===== src/rtl/shift_pkg.sv =====
// Shared encodings for the shift sequencer and the downstream universal shift register.
package shift_pkg;
  localparam logic [1:0] MODE_HOLD = 2'b00;
  localparam logic [1:0] MODE_SHR  = 2'b01;
  localparam logic [1:0] MODE_SHL  = 2'b10;
  localparam logic [1:0] MODE_LOAD = 2'b11;

  localparam logic DIR_RIGHT = 1'b0;
  localparam logic DIR_LEFT  = 1'b1;

  typedef enum logic [1:0] {
    ST_IDLE,
    ST_LOAD,
    ST_SHIFT,
    ST_DONE
  } state_e;
endpackage


===== src/rtl/shift_mirror.sv =====
// Shadow copy of the downstream universal shift register, driven by the same mode/fill inputs.
module shift_mirror
  import shift_pkg::*;
#(
  parameter int W = 4
) (
  input  logic         clk,
  input  logic         reset,
  input  logic [1:0]   s,
  input  logic [W-1:0] p,
  input  logic         sr,
  input  logic         sl,
  output logic [W-1:0] q,
  output logic         ser_out
);
  always_ff @(posedge clk) begin
    if (reset) q <= '0;
    else begin
      case (s)
        MODE_LOAD: q <= p;
        MODE_SHR:  q <= {sr, q[W-1:1]};
        MODE_SHL:  q <= {q[W-2:0], sl};
        default:   q <= q;
      endcase
    end
  end

  // Bit that falls off the register on this edge; zero when not shifting.
  always_comb begin
    ser_out = 1'b0;
    case (s)
      MODE_SHR: ser_out = q[0];
      MODE_SHL: ser_out = q[W-1];
      default:  ser_out = 1'b0;
    endcase
  end
endmodule


===== src/rtl/shift_seq.sv =====
// Load-then-shift command sequencer driving a universal shift register's s/p/sr/sl inputs.
module shift_seq
  import shift_pkg::*;
#(
  parameter int W  = 4,
  parameter int CW = $clog2(W+1)
) (
  input  logic          clk,
  input  logic          reset,
  input  logic          cmd_valid,
  output logic          cmd_ready,
  input  logic [W-1:0]  cmd_data,
  input  logic          cmd_dir,
  input  logic [CW-1:0] cmd_len,
  input  logic          cmd_fill,
  output logic [1:0]    s,
  output logic [W-1:0]  p,
  output logic          sr,
  output logic          sl,
  output logic          ser_out,
  output logic          ser_valid,
  output logic [W-1:0]  q_mirror,
  output logic          busy,
  output logic          done
);
  state_e        state_q, state_d;
  logic [W-1:0]  data_q;
  logic          dir_q, fill_q;
  logic [CW-1:0] cnt_q, cnt_d, len_clamp;
  logic          accept;

  assign cmd_ready = (state_q == ST_IDLE) & ~reset;
  assign accept    = cmd_valid & cmd_ready;
  assign len_clamp = (cmd_len > CW'(W)) ? CW'(W) : cmd_len;
  assign p         = data_q;

  always_ff @(posedge clk) begin
    if (reset) begin
      state_q <= ST_IDLE;
      data_q  <= '0;
      dir_q   <= DIR_RIGHT;
      fill_q  <= 1'b0;
      cnt_q   <= '0;
    end else begin
      state_q <= state_d;
      if (accept) begin
        data_q <= cmd_data;
        dir_q  <= cmd_dir;
        fill_q <= cmd_fill;
        cnt_q  <= len_clamp;
      end else begin
        cnt_q <= cnt_d;
      end
    end
  end

  always_comb begin
    state_d   = state_q;
    cnt_d     = cnt_q;
    s         = MODE_HOLD;
    sr        = 1'b0;
    sl        = 1'b0;
    ser_valid = 1'b0;
    done      = 1'b0;
    busy      = 1'b1;
    case (state_q)
      ST_IDLE: begin
        busy = 1'b0;
        if (accept) state_d = ST_LOAD;
      end
      ST_LOAD: begin
        s       = MODE_LOAD;
        state_d = (cnt_q == '0) ? ST_DONE : ST_SHIFT;
      end
      ST_SHIFT: begin
        s         = (dir_q == DIR_LEFT) ? MODE_SHL : MODE_SHR;
        sr        = (dir_q == DIR_RIGHT) & fill_q;
        sl        = (dir_q == DIR_LEFT) & fill_q;
        ser_valid = 1'b1;
        cnt_d     = cnt_q - CW'(1);
        if (cnt_q == CW'(1)) state_d = ST_DONE;
      end
      ST_DONE: begin
        done    = 1'b1;
        state_d = ST_IDLE;
      end
      default: state_d = ST_IDLE;
    endcase
  end

  shift_mirror #(.W(W)) u_mirror (
    .clk     (clk),
    .reset   (reset),
    .s       (s),
    .p       (p),
    .sr      (sr),
    .sl      (sl),
    .q       (q_mirror),
    .ser_out (ser_out)
  );
endmodule


===== config.mk =====
export PLATFORM = sky130hd
export DESIGN_NAME = shift_seq
export DESIGN_NICKNAME = d
export VERILOG_FILES = /design/src/rtl/shift_pkg.sv /design/src/rtl/shift_mirror.sv /design/src/rtl/shift_seq.sv
export SDC_FILE = /design/constraint.sdc
export NUM_CORES = 1
export LEC_CHECK = 0
export ABC_AREA = 1
export ABC_CLOCK_PERIOD_IN_PS = 3950
export CORE_MARGIN = 2
export CORE_UTILIZATION = 49
export DETAILED_ROUTE_END_ITERATION = 12
export PLACE_DENSITY_LB_ADDON = 0.1
export SYNTH_ARGS = -nofsm -noshare
export SYNTH_HDL_FRONTEND = slang
export SYNTH_SLANG_ARGS = --single-unit

===== constraint.sdc =====
create_clock -name clk -period 3.95 [get_ports clk]
set_input_delay 1.185 -clock clk [delete_from_list [all_inputs] [get_ports clk]]
set_output_delay 1.185 -clock clk [all_outputs]
set_load 0.05 [all_outputs]

Yosys cells after proc, flatten, opt, wreduce, memory -nomap -nowiden
Cells that the tools add are included.
Widths: inputs -> output; s select.
{"block": "classes", "n_addsub": 1, "magnitude_cmp": 1, "n_eq_ne": 9, "muxes": 16, "bitwise": 6, "n_reduce_logical": 5}
{"op": "$pmux 4 s3", "count": 1}
{"op": "$mux 3", "count": 3}
{"op": "$eq 2x2->1 const B", "count": 4}
{"op": "$pmux 2 s4", "count": 1}
{"op": "$mux 1", "count": 6}
{"op": "$mux 2", "count": 3}
{"op": "$and 1x1->1", "count": 4}
{"op": "$eq 2x1->1 const B", "count": 2}
{"op": "$ne 2x2->1 const B", "count": 2}
{"op": "$pmux 2 s2", "count": 1}
{"op": "$eq 3x1->1 const B", "count": 1}
{"op": "$gt 3x3->1 const B", "count": 1}
{"op": "$logic_not 3->1", "count": 1}
{"op": "$reduce_bool 3->1", "count": 1}
{"op": "$sub 3x1->3 const B", "count": 1}
{"op": "$logic_not 2->1", "count": 1}
{"op": "$not 1->1", "count": 2}
{"op": "$pmux 1 s2", "count": 1}
{"op": "$reduce_and 2->1", "count": 1}
{"op": "$reduce_bool 2->1", "count": 1}
{"block": "word_totals", "reg_bits": 15, "input_bits": 12, "output_inout_bits": 17, "elab_cells": 44}

Logic depth before layout (Yosys ltp)
Gate-level depths: netlist of run 1.
{"block": "logic_depth", "ltp_word": 5, "ltp_mapped": 11, "mapped_depth_nobuf": 10}

Hierarchy
A second synthesis of run 1 with hierarchy kept.
{"block": "hier_totals", "cells_unflattened": 132, "area_unflattened_um2": 960.9}
{"module": "shift_seq", "n_inst": 1, "cells_each": 90, "area_each_um2": 683.2, "seq_area_each_um2": 220.2}
{"module": "shift_mirror", "n_inst": 1, "cells_each": 42, "area_each_um2": 277.8, "seq_area_each_um2": 80.1}

Least setup slack after synthesis of run 1
Ideal clock, no wire load.
{"block": "synth_timing", "kind": "flip-flop to output port", "start": "register state_q[0]", "end": "output ser_out", "arrival_time_ns": 2.038, "required_time_ns": 2.765, "slack_ns": 0.727, "stages_incl_launch_ff": 6, "n_path_buf": 1, "cell_sequence": "dfxtp_1 inv_1 ha_1 buf_4 nand4_1 o22ai_1"}
{"block": "synth_between", "elab_chain_cells": 4, "elab_cells_between_ends": 6, "cone_classes": "eq/ne (4); mux (2)"}
{"element": "from (decl)", "line_no": "shift_seq.sv:26", "rtl": "state_e state_q, state_d;"}
{"element": "from (signal assigned)", "line_no": "shift_seq.sv:45", "rtl": "state_q <= state_d;"}
{"element": "$eq 2x2->1 / $eq 2x1->1 (equally long branches)", "line_no": "shift_seq.sv:66", "rtl": "case (state_q)"}
{"element": "$pmux 2 s2 *", "line_no": "shift_seq.sv:66"}
{"element": "$eq 2x2->1 / $eq 2x1->1 (equally long branches)", "line_no": "shift_mirror.sv:31", "rtl": "case (s)"}
{"element": "$pmux 1 s2 *", "line_no": "shift_mirror.sv:31"}
{"element": "to (decl)", "line_no": "shift_seq.sv:20", "rtl": "output logic ser_out,"}
Mark *: on every way between the ends. The rest lies on a longest branch, timed or not.

Final worst setup path of run 1
Ends and elaborated chain as after synthesis.

==> metrics, run 1 <==
Clock transition at path regs=roughly 0.10 ns; headroom to the max-slew limit=0.669; clk_skew=0.00358 ns; Global Route met1 Usage=0.255; number of top-level design ports=29; pin count of the biggest net entering global routing=17; number of synthesized flops with an enable pin=0; met2 Track Usage GR=0.312; nets in the synthesized netlist=159; Synth Area in Compound Gates=0.0776; maximum net fanout on the critical path=5; final WL=~1900 µm; share of synthesized registers carrying an async set or reset=0; most congested layer reported by global routing=met2; fraction of layout cells with a size suffix above 1=0.0893; number of max-slew violations in the final report=0; status=finished, final reports clean; total track usage=0.199; clock root buffer master=clkbuf_4; post-synthesis xor/xnor area fraction=0.0184; quantity of gates resized following cts=0; vias in the first global route=787; final HPWL from detailed placement=1520 µm; number of unique standard cell types used by synthesis=23; number of warning messages in the yosys log=0; time the final worst path needs with I/O delays and setup=3.52 ns; Row Count=15; Vias=910; f_max=284 MHz; Avg Cell Area, Syn=6.84 µm²; Layout Area Growth over Synthesis=34.2%; startpoint type of the worst setup path=register; fillers=~160; most common flop cell mapped by yosys=dfxtp_1; max capacitance violation total=0; maximum clock path buffer count=2; first-pass GRT wire length=3150 µm; GP Congestion=about 0.9; Initial Utilization=0.533; adder-cell share of the synthesized area=0.105; final hold vios=0; unrepaired setup endpoints after global routing=false; vertical extent of the die=48.1 µm; fraction of the cycle the final worst path needs=0.892; antenna violations before repair=0; ant diodes=0; Total Nets Final=189; Setup crit end kind=output port; maximum resistive drop on vdd=0.000381 V; count of hold buffers inserted by post-cts repair=0; Starting DRT DRC Count=5; H-tree level count=1; clock sinks=15; Min Hold Slack=0.481 ns; DIE AREA=around 2300 µm²; largest family of logic cells by synthesized area=simple AND/OR/NAND/NOR gates; register area share after synthesis=0.316; Residual DRC=0; ratio of routed vias to standard cells=4.72; power per unit of standard cell area=701 nW/µm²; Routed Antenna Nets=0; quantity of I/O buffers inserted on ports=28; post-synthesis instance area=951 µm²; post-synthesis mux area share=0; number of buffers created by CTS=3; number of search-and-repair iterations in the first detailed-routing pass=5; detailed-route wire length per cell=10.1 µm; Synth Area in Simple Gates=0.343; leakage power=0.646 nW; Setup violations, final=0; min-delay worst type=register to register; met3 Resource Use GR=0.0453; gate count after technology mapping=around 140; Total Neg Setup Slack=0 ns; setup bufs post-CTS=0; remaining global-route overflow=0; CORE AREA=1780 µm²; slew at the pin closest to its max-slew limit=0.495 ns; overall die width=48.1 µm; clock tree from TritonCTS=yes; required time at the worst-slack endpoint=~2.8 ns; Arr. time, crit path=2.34 ns; Crit Path Category=register to output port; number of flip-flops and latches in the synthesized netlist=15; clock latency on the worst-skew pair=0.29 ns
-- registers in the layout (all words and copies together), names as in the netlist --
signal / cells
fill_q: 1
state_q: 2
u_mirror.q: 4
cnt_q: 3
dir_q: 1
p: 4
-- cells in the mapped netlist, types with 2 or more instances --
cell type  instances  area [µm²]
nand4_1            6        37.5
inv_1             26        97.6
o21ai_1            2        10.0
inv_2              3        11.3
nand3b_1           2        15.0
a21oi_1            5        25.0
dfxtp_1           15         300
nand2_2            3        18.8
ha_1               8         100
nand3_1           12        60.1
nand2_1           42         158
nor2_1             4        15.0
-- final timing paths --
path	start	to	slack, ns	depth (start not counted)
max	state_q[0]$_SDFFE_PP0P_	ser_out	0.43	5
min reg2reg	fill_q$_SDFFE_PP0P_	fill_q$_SDFFE_PP0P_	0.48	2
max reg2reg	state_q[0]$_SDFFE_PP0P_	u_mirror.q[0]$_SDFFE_PP0P_	2.40	9
min	fill_q$_SDFFE_PP0P_	fill_q$_SDFFE_PP0P_	0.48	2
-- per-stage QoR --
| step | power [mW] | worst slack [ns] | instance area, µm² | util | std cells |
|---|---|---|---|---|---|
| after floorplan | 0.656 | 0.727 | 951 | - | 139 |
| after global placement | 0.796 | 0.688 | 1250 | 0.700 | 189 |
| after detailed placement | 0.806 | 0.655 | 1250 | 0.700 | 189 |
| after CTS | 0.899 | 0.412 | 1280 | 0.716 | 193 |
| after global routing | 0.968 | 0.291 | 1280 | 0.716 | 193 |
| final | 0.895 | 0.425 | 1280 | 0.716 | 193 |
-- power breakdown --
part | internal (mW) | switching, mW | total [mW]
logic | 0.200 | 0.364 | 0.564
clock network | 0.0376 | 0.0530 | 0.0906
registers | 0.200 | 0.0399 | 0.240
total | 0.438 | 0.457 | 0.895
-- routing by layer --
metal / up-vias / part of all wire
met2: 27 / 0.45
li1: 494 / -
met3: 4 / 0.042
met5: - / 0
met4: 0 / 0.015
met1: 385 / 0.49
-- cell families (layout without fill, tap and decap cells) --
kind of cell | Yosys count | in the layout
AO/OA/AOI/OAI | 11 | 11
flip-flops | 15 | 15
adder cells (fa/ha/maj) | 8 | 8
AND/OR/NAND/NOR | 71 | 71
XOR/XNOR | 2 | 2
buffers and inverters | 32 | 61
-- layout make-up --
class                   count  area [µm²]  area share
repair buffers             28         290       0.227
clock buffers               3        22.5      0.0176
multi-input cells          92         518       0.406
flip-flops and latches     15         300       0.235
well taps                  25        31.3      0.0245
clock inverters             1        5.00     0.00392
inverters                  29         109      0.0853
-- worst max-delay path, stage by stage (launching register included) --
cell and delay (ns):
dfxtp_1 0.41, inv_1 0.10, ha_1 0.39, nand4_1 0.15, o22ai_1 0.18, clkdlybuf4s50_1 0.82
-- layout by cell type (no fill, tap or decap) --
cell type and count:
inv_2 3, ha_1 8, inv_1 26, nand2_2 3
dfxtp_1 15, clkdlybuf4s50_1 27, nand2_4 1, clkinv_2 1
a211oi_2 1, nand3_1 12, nand2_1 42, o22ai_1 1
nor2_1 4, buf_12 1, o211ai_1 1, o21ai_1 2
nor2_4 1, xor2_1 1, clkbuf_4 3, xnor2_1 1
o211ai_2 1, a21oi_1 5, nand3b_1 2, nand4_1 6
Power figures use the tool's default switching activity.
==> run 2: changes to the inputs <==
--- a/config.mk
+++ b/config.mk
@@ -11,6 +11,8 @@
 export CORE_UTILIZATION = 49
 export DETAILED_ROUTE_END_ITERATION = 12
 export PLACE_DENSITY_LB_ADDON = 0.1
+export RECOVER_POWER = 100
+export SKIP_CTS_REPAIR_TIMING = 1
 export SYNTH_ARGS = -nofsm -noshare
 export SYNTH_HDL_FRONTEND = slang
 export SYNTH_SLANG_ARGS = --single-unit
==> metrics, run 2 (synthesis gave the netlist of run 1 again) <==
number of buffers created by CTS=3; remaining global-route overflow=0; GP Congestion=0.900; DIE AREA=between 2000 and 2500 µm²; final WL=roughly 1900 µm; required time at the worst-slack endpoint=2.76 ns; CORE AREA=1780 µm²; maximum resistive drop on vdd=0.000374 V; vertical extent of the die=48.1 µm; cell class contributing the biggest share of worst-path delay=buffers and inverters; total power after layout=0.851 mW; Clock transition at path regs=0.10 ns; ant diodes=0; most common library cell in the layout ignoring fill and taps=nand2_1; first-pass GRT wire length=between 3000 and 4000 µm; maximum net fanout on the critical path=5; overall die width=48.1 µm; total track usage=0.199; startpoint type of the worst setup path=input port; detailed-route wire length per cell=10.0 µm; slew at the pin closest to its max-slew limit=0.603 ns; ratio of routed vias to standard cells=about 4.6; number of top-level design ports=29; status=finished, final reports clean; sequential fraction of design power=0.281; headroom to the max-slew limit=0.600; unrepaired setup endpoints after global routing=false; most frequent cells in the layout=nand2_1 (44), inv_1 (27), dlygate4sd3_1 (17), dfxtp_1 (15), nand3_1 (12); highest-delay cell along the critical path=dlygate4sd3_1; pin count of the biggest net entering global routing=17; number of buffer and inverter instances along the worst setup path=2; Seq. cell area=around 300 µm²; fraction of layout cells with a size suffix above 1=0.0536; leakage power=0.680 nW; Starting DRT DRC Count=7; time the final worst path needs with I/O delays and setup=about 3.7 ns; Vias=897; clock tree from TritonCTS=yes; clock root buffer master=clkbuf_4; min-delay worst type=register to register; Routed Antenna Nets=0; delay contributed by the slowest stage of the critical path=0.63 ns; Residual DRC=0; cell-by-cell trace of the critical path=dlygate4sd3_1 -> nor2_1 -> clkbuf_1; final hold vios=0; Crit Path Category=input port to output port; P_int=0.405 mW; switch share=0.524; antenna violations before repair=0; met2 Track Usage GR=0.312; number of max-slew violations in the final report=0; maximum clock path buffer count=2; Initial Utilization=0.533; Layout Area Growth over Synthesis=30.1%; clock latency on the worst-skew pair=0.29 ns; power per unit of standard cell area=687 nW/µm²; met3 Resource Use GR=0.0453; internal reg-to-reg setup slack=between 2 and 2.5 ns; final HPWL from detailed placement=1520 µm; Global Route met1 Usage=0.255; Setup violations, final=0; max capacitance violation total=0; Total Nets Final=189; Arr. time, crit path=2.48 ns; Total Neg Setup Slack=0 ns; Setup crit end kind=output port; vias in the first global route=between 700 and 800; Comb pwr share=0.611; f_max=around 270 MHz; net load switching power=approximately 0.45 mW; Row Count=15; fraction of the cycle the final worst path needs=0.928; most congested layer reported by global routing=met2; fillers=169; H-tree level count=1; area taken by multi-input logic gates=495 µm²; clk_skew=between 0.0015 and 0.002 ns; relative contribution of the clock network to total power=0.108; quantity of I/O buffers inserted on ports=28; clock sinks=15; number of search-and-repair iterations in the first detailed-routing pass=4
run 2: final timing paths:
| path | startpoint | end | depth (start not counted) |
|---|---|---|---|
| min | fill_q$_SDFFE_PP0P_ | fill_q$_SDFFE_PP0P_ | 2 |
| max | reset | cmd_ready | 3 |
| min reg2reg | fill_q$_SDFFE_PP0P_ | fill_q$_SDFFE_PP0P_ | 2 |
| max reg2reg | state_q[0]$_SDFFE_PP0P_ | state_q[0]$_SDFFE_PP0P_ | 9 |
run 2: stage by stage:
stage	util	setup slack (ns)	cell area (µm²)	instances	hold slack (ns)
floorplan	-	0.727	951	139	0.450
global placement	0.700	0.688	1250	189	0.467
detailed placement	0.700	0.655	1250	189	0.471
CTS	0.716	0.412	1280	193	0.486
global route	0.694	0.233	1240	193	0.514
finish	0.694	0.285	1240	193	0.481
run 2: routing by layer:
metal	up-vias	part of all wire	wire, µm
met3	4	0.043	84
met2	24	0.43	841
li1	492	-	-
met5	-	0	0
met1	377	0.50	971
met4	0	0.021	40
run 2: final cells by class:
type / instances / area share
Timing Repair Buffer: 28 / 0.221
Multi-Input combinational cell: 92 / 0.400
Inverter: 29 / 0.0880
Sequential cell: 15 / 0.243
Tap cell: 25 / 0.0253
Clock inverter: 1 / 0.00404
Clock buffer: 3 / 0.0182
run 2: tightest hold or removal path, stage by stage (launching register included):
cell	delay, ns
dfxtp_1	0.31
inv_1	0.07
a21oi_1	0.06
run 2: power groups by stage:
stage / sequential (mW) / clock [mW] / combinational, mW
5_1_grt: 0.247 / 0.100 / 0.576
2_1_floorplan: 0.335 / 0 / 0.321
6_report: 0.239 / 0.0922 / 0.520
3_5_place_dp: 0.244 / 0 / 0.562
4_1_cts: 0.240 / 0.0937 / 0.565
3_3_place_gp: 0.242 / 0 / 0.554
==> run 3: changes to the inputs <==
--- a/config.mk
+++ b/config.mk
@@ -8,8 +8,9 @@
 export ABC_AREA = 1
 export ABC_CLOCK_PERIOD_IN_PS = 3950
 export CORE_MARGIN = 2
-export CORE_UTILIZATION = 49
+export CORE_UTILIZATION = 40
 export DETAILED_ROUTE_END_ITERATION = 12
+export HOLD_SLACK_MARGIN = 0.15
 export PLACE_DENSITY_LB_ADDON = 0.1
 export RECOVER_POWER = 100
 export SKIP_CTS_REPAIR_TIMING = 1
==> metrics, run 3 (synthesis gave the netlist of run 1 again) <==
instance count along the most critical hold path=2; f_max=275 MHz; final hold vios=0; required time at the worst-slack endpoint=2.76 ns; power per unit of standard cell area=684 nW/µm²; Setup crit end kind=output port; max capacitance violation total=0; vertical extent of the die=52.8 µm; clock root buffer master=clkbuf_4; switch share=0.522; unrepaired setup endpoints after global routing=false; maximum clock path buffer count=2; H-tree level count=1; fraction of the cycle the final worst path needs=0.921; Arr. time, crit path=2.45 ns; net load switching power=0.443 mW; Crit Path Category=input port to output port; Vias=904; remaining global-route overflow=0; GP Congestion=0.866; launch point of the worst hold path=p[0]$_SDFFE_PP0P_; status=finished, final reports clean; min-delay worst type=register to register; clock tree from TritonCTS=yes; Comb pwr share=0.610; most common library cell in the layout ignoring fill and taps=nand2_1; Reg-to-Reg End=cnt_q[1]$_SDFFE_PP0P_; total power after layout=0.848 mW; clock sinks=15; Starting DRT DRC Count=11; Layout Area Growth over Synthesis=30.5%; relative contribution of the clock network to total power=0.107; headroom to the max-slew limit=0.606; time the final worst path needs with I/O delays and setup=3.64 ns; final HPWL from detailed placement=1560 µm; internal reg-to-reg setup slack=2.15 ns; ant diodes=0; clock latency on the worst-skew pair=0.28 ns; most frequent cells in the layout=nand2_1 (44), inv_1 (27), dlygate4sd3_1 (17), dfxtp_1 (15), nand3_1 (12); vias in the first global route=807; number of search-and-repair iterations in the first detailed-routing pass=4; final WL=1970 µm; P_int=0.405 mW; Clock transition at path regs=0.09 ns; overall die width=52.8 µm; maximum resistive drop on vdd=0.000327 V; quantity of I/O buffers inserted on ports=28; DIE AREA=2780 µm²; fillers=242; Reg-to-Reg Start=state_q[0]$_SDFFE_PP0P_; pin count of the biggest net entering global routing=17; slack of the critical path=0.311 ns; slew at the pin closest to its max-slew limit=between 0.5 and 0.6 ns; Residual DRC=0; sequential fraction of design power=0.283; first-pass GRT wire length=3370 µm; Initial Utilization=0.426; number of cells on the worst reg-to-reg path=10; CORE AREA=2230 µm²; maximum net fanout on the critical path=5; Routed Antenna Nets=0; number of max-slew violations in the final report=0; Hold Crit Endpoint=p[0]$_SDFFE_PP0P_; number of buffers created by CTS=3; leakage power=just under 0.7 nW; clk_skew=0.00264 ns; fraction of layout cells with a size suffix above 1=0.0536; final core utilization=0.556; Total Neg Setup Slack=0 ns; ratio of routed vias to standard cells=4.61; startpoint type of the worst setup path=input port; detailed-route wire length per cell=10.1 µm; Setup violations, final=0; antenna violations before repair=0; total track usage=0.165; Row Count=17; number of top-level design ports=29; Total Nets Final=between 150 and 200; Place WS=a little under 0.7 ns
[run 3: cell type report]
cell class,count,area [µm²],area share
multi-input combinational,92,495,0.399
sequential,15,300,0.242
timing repair buffer,28,274,0.221
inverter,29,109,0.0877
tap,28,35.0,0.0282
clock buffer,3,22.5,0.0181
clock inverter,1,5.00,0.00403
[run 3: layer usage]
metal	wire (µm)	global-route usage
met1	1010	0.216
met2	876	0.258
met3	66	0.0257
met4	17	0.0855
met5	0	0
[run 3: how the worst max path moves through the flow]
stage	depth (start not counted)	slack [ns]	endpoint	from
final	3	0.31	cmd_ready	reset
after global placement	3	0.70	cmd_ready	reset
after global routing	5	0.20	ser_out	state_q[0]$_SDFFE_PP0P_
after CTS	5	0.42	ser_out	state_q[0]$_SDFFE_PP0P_
after floorplan	5	0.73	ser_out	state_q[0]$_SDFFE_PP0P_
after detailed placement	3	0.68	cmd_ready	reset
[run 3: critical path: stages]
cell and delay, ns:
dlygate4sd3_1 0.61, nor2_1 0.17, clkbuf_1 0.49
[run 3: per-stage QoR]
step / hold slack, ns / instance area, µm² / instances
floorplan: 0.450 / 951 / 139
global placement: 0.469 / 1250 / 192
detailed placement: 0.476 / 1250 / 192
CTS: 0.493 / 1280 / 196
global route: 0.504 / 1240 / 196
finish: 0.484 / 1240 / 196
[run 3: power groups by stage]
stage / clock [mW] / sequential (mW) / combinational, mW
after floorplan: 0 / 0.335 / 0.321
after global placement: 0 / 0.243 / 0.560
after detailed placement: 0 / 0.246 / 0.562
after CTS: 0.0946 / 0.242 / 0.565
after global routing: 0.103 / 0.248 / 0.574
final: 0.0905 / 0.240 / 0.518
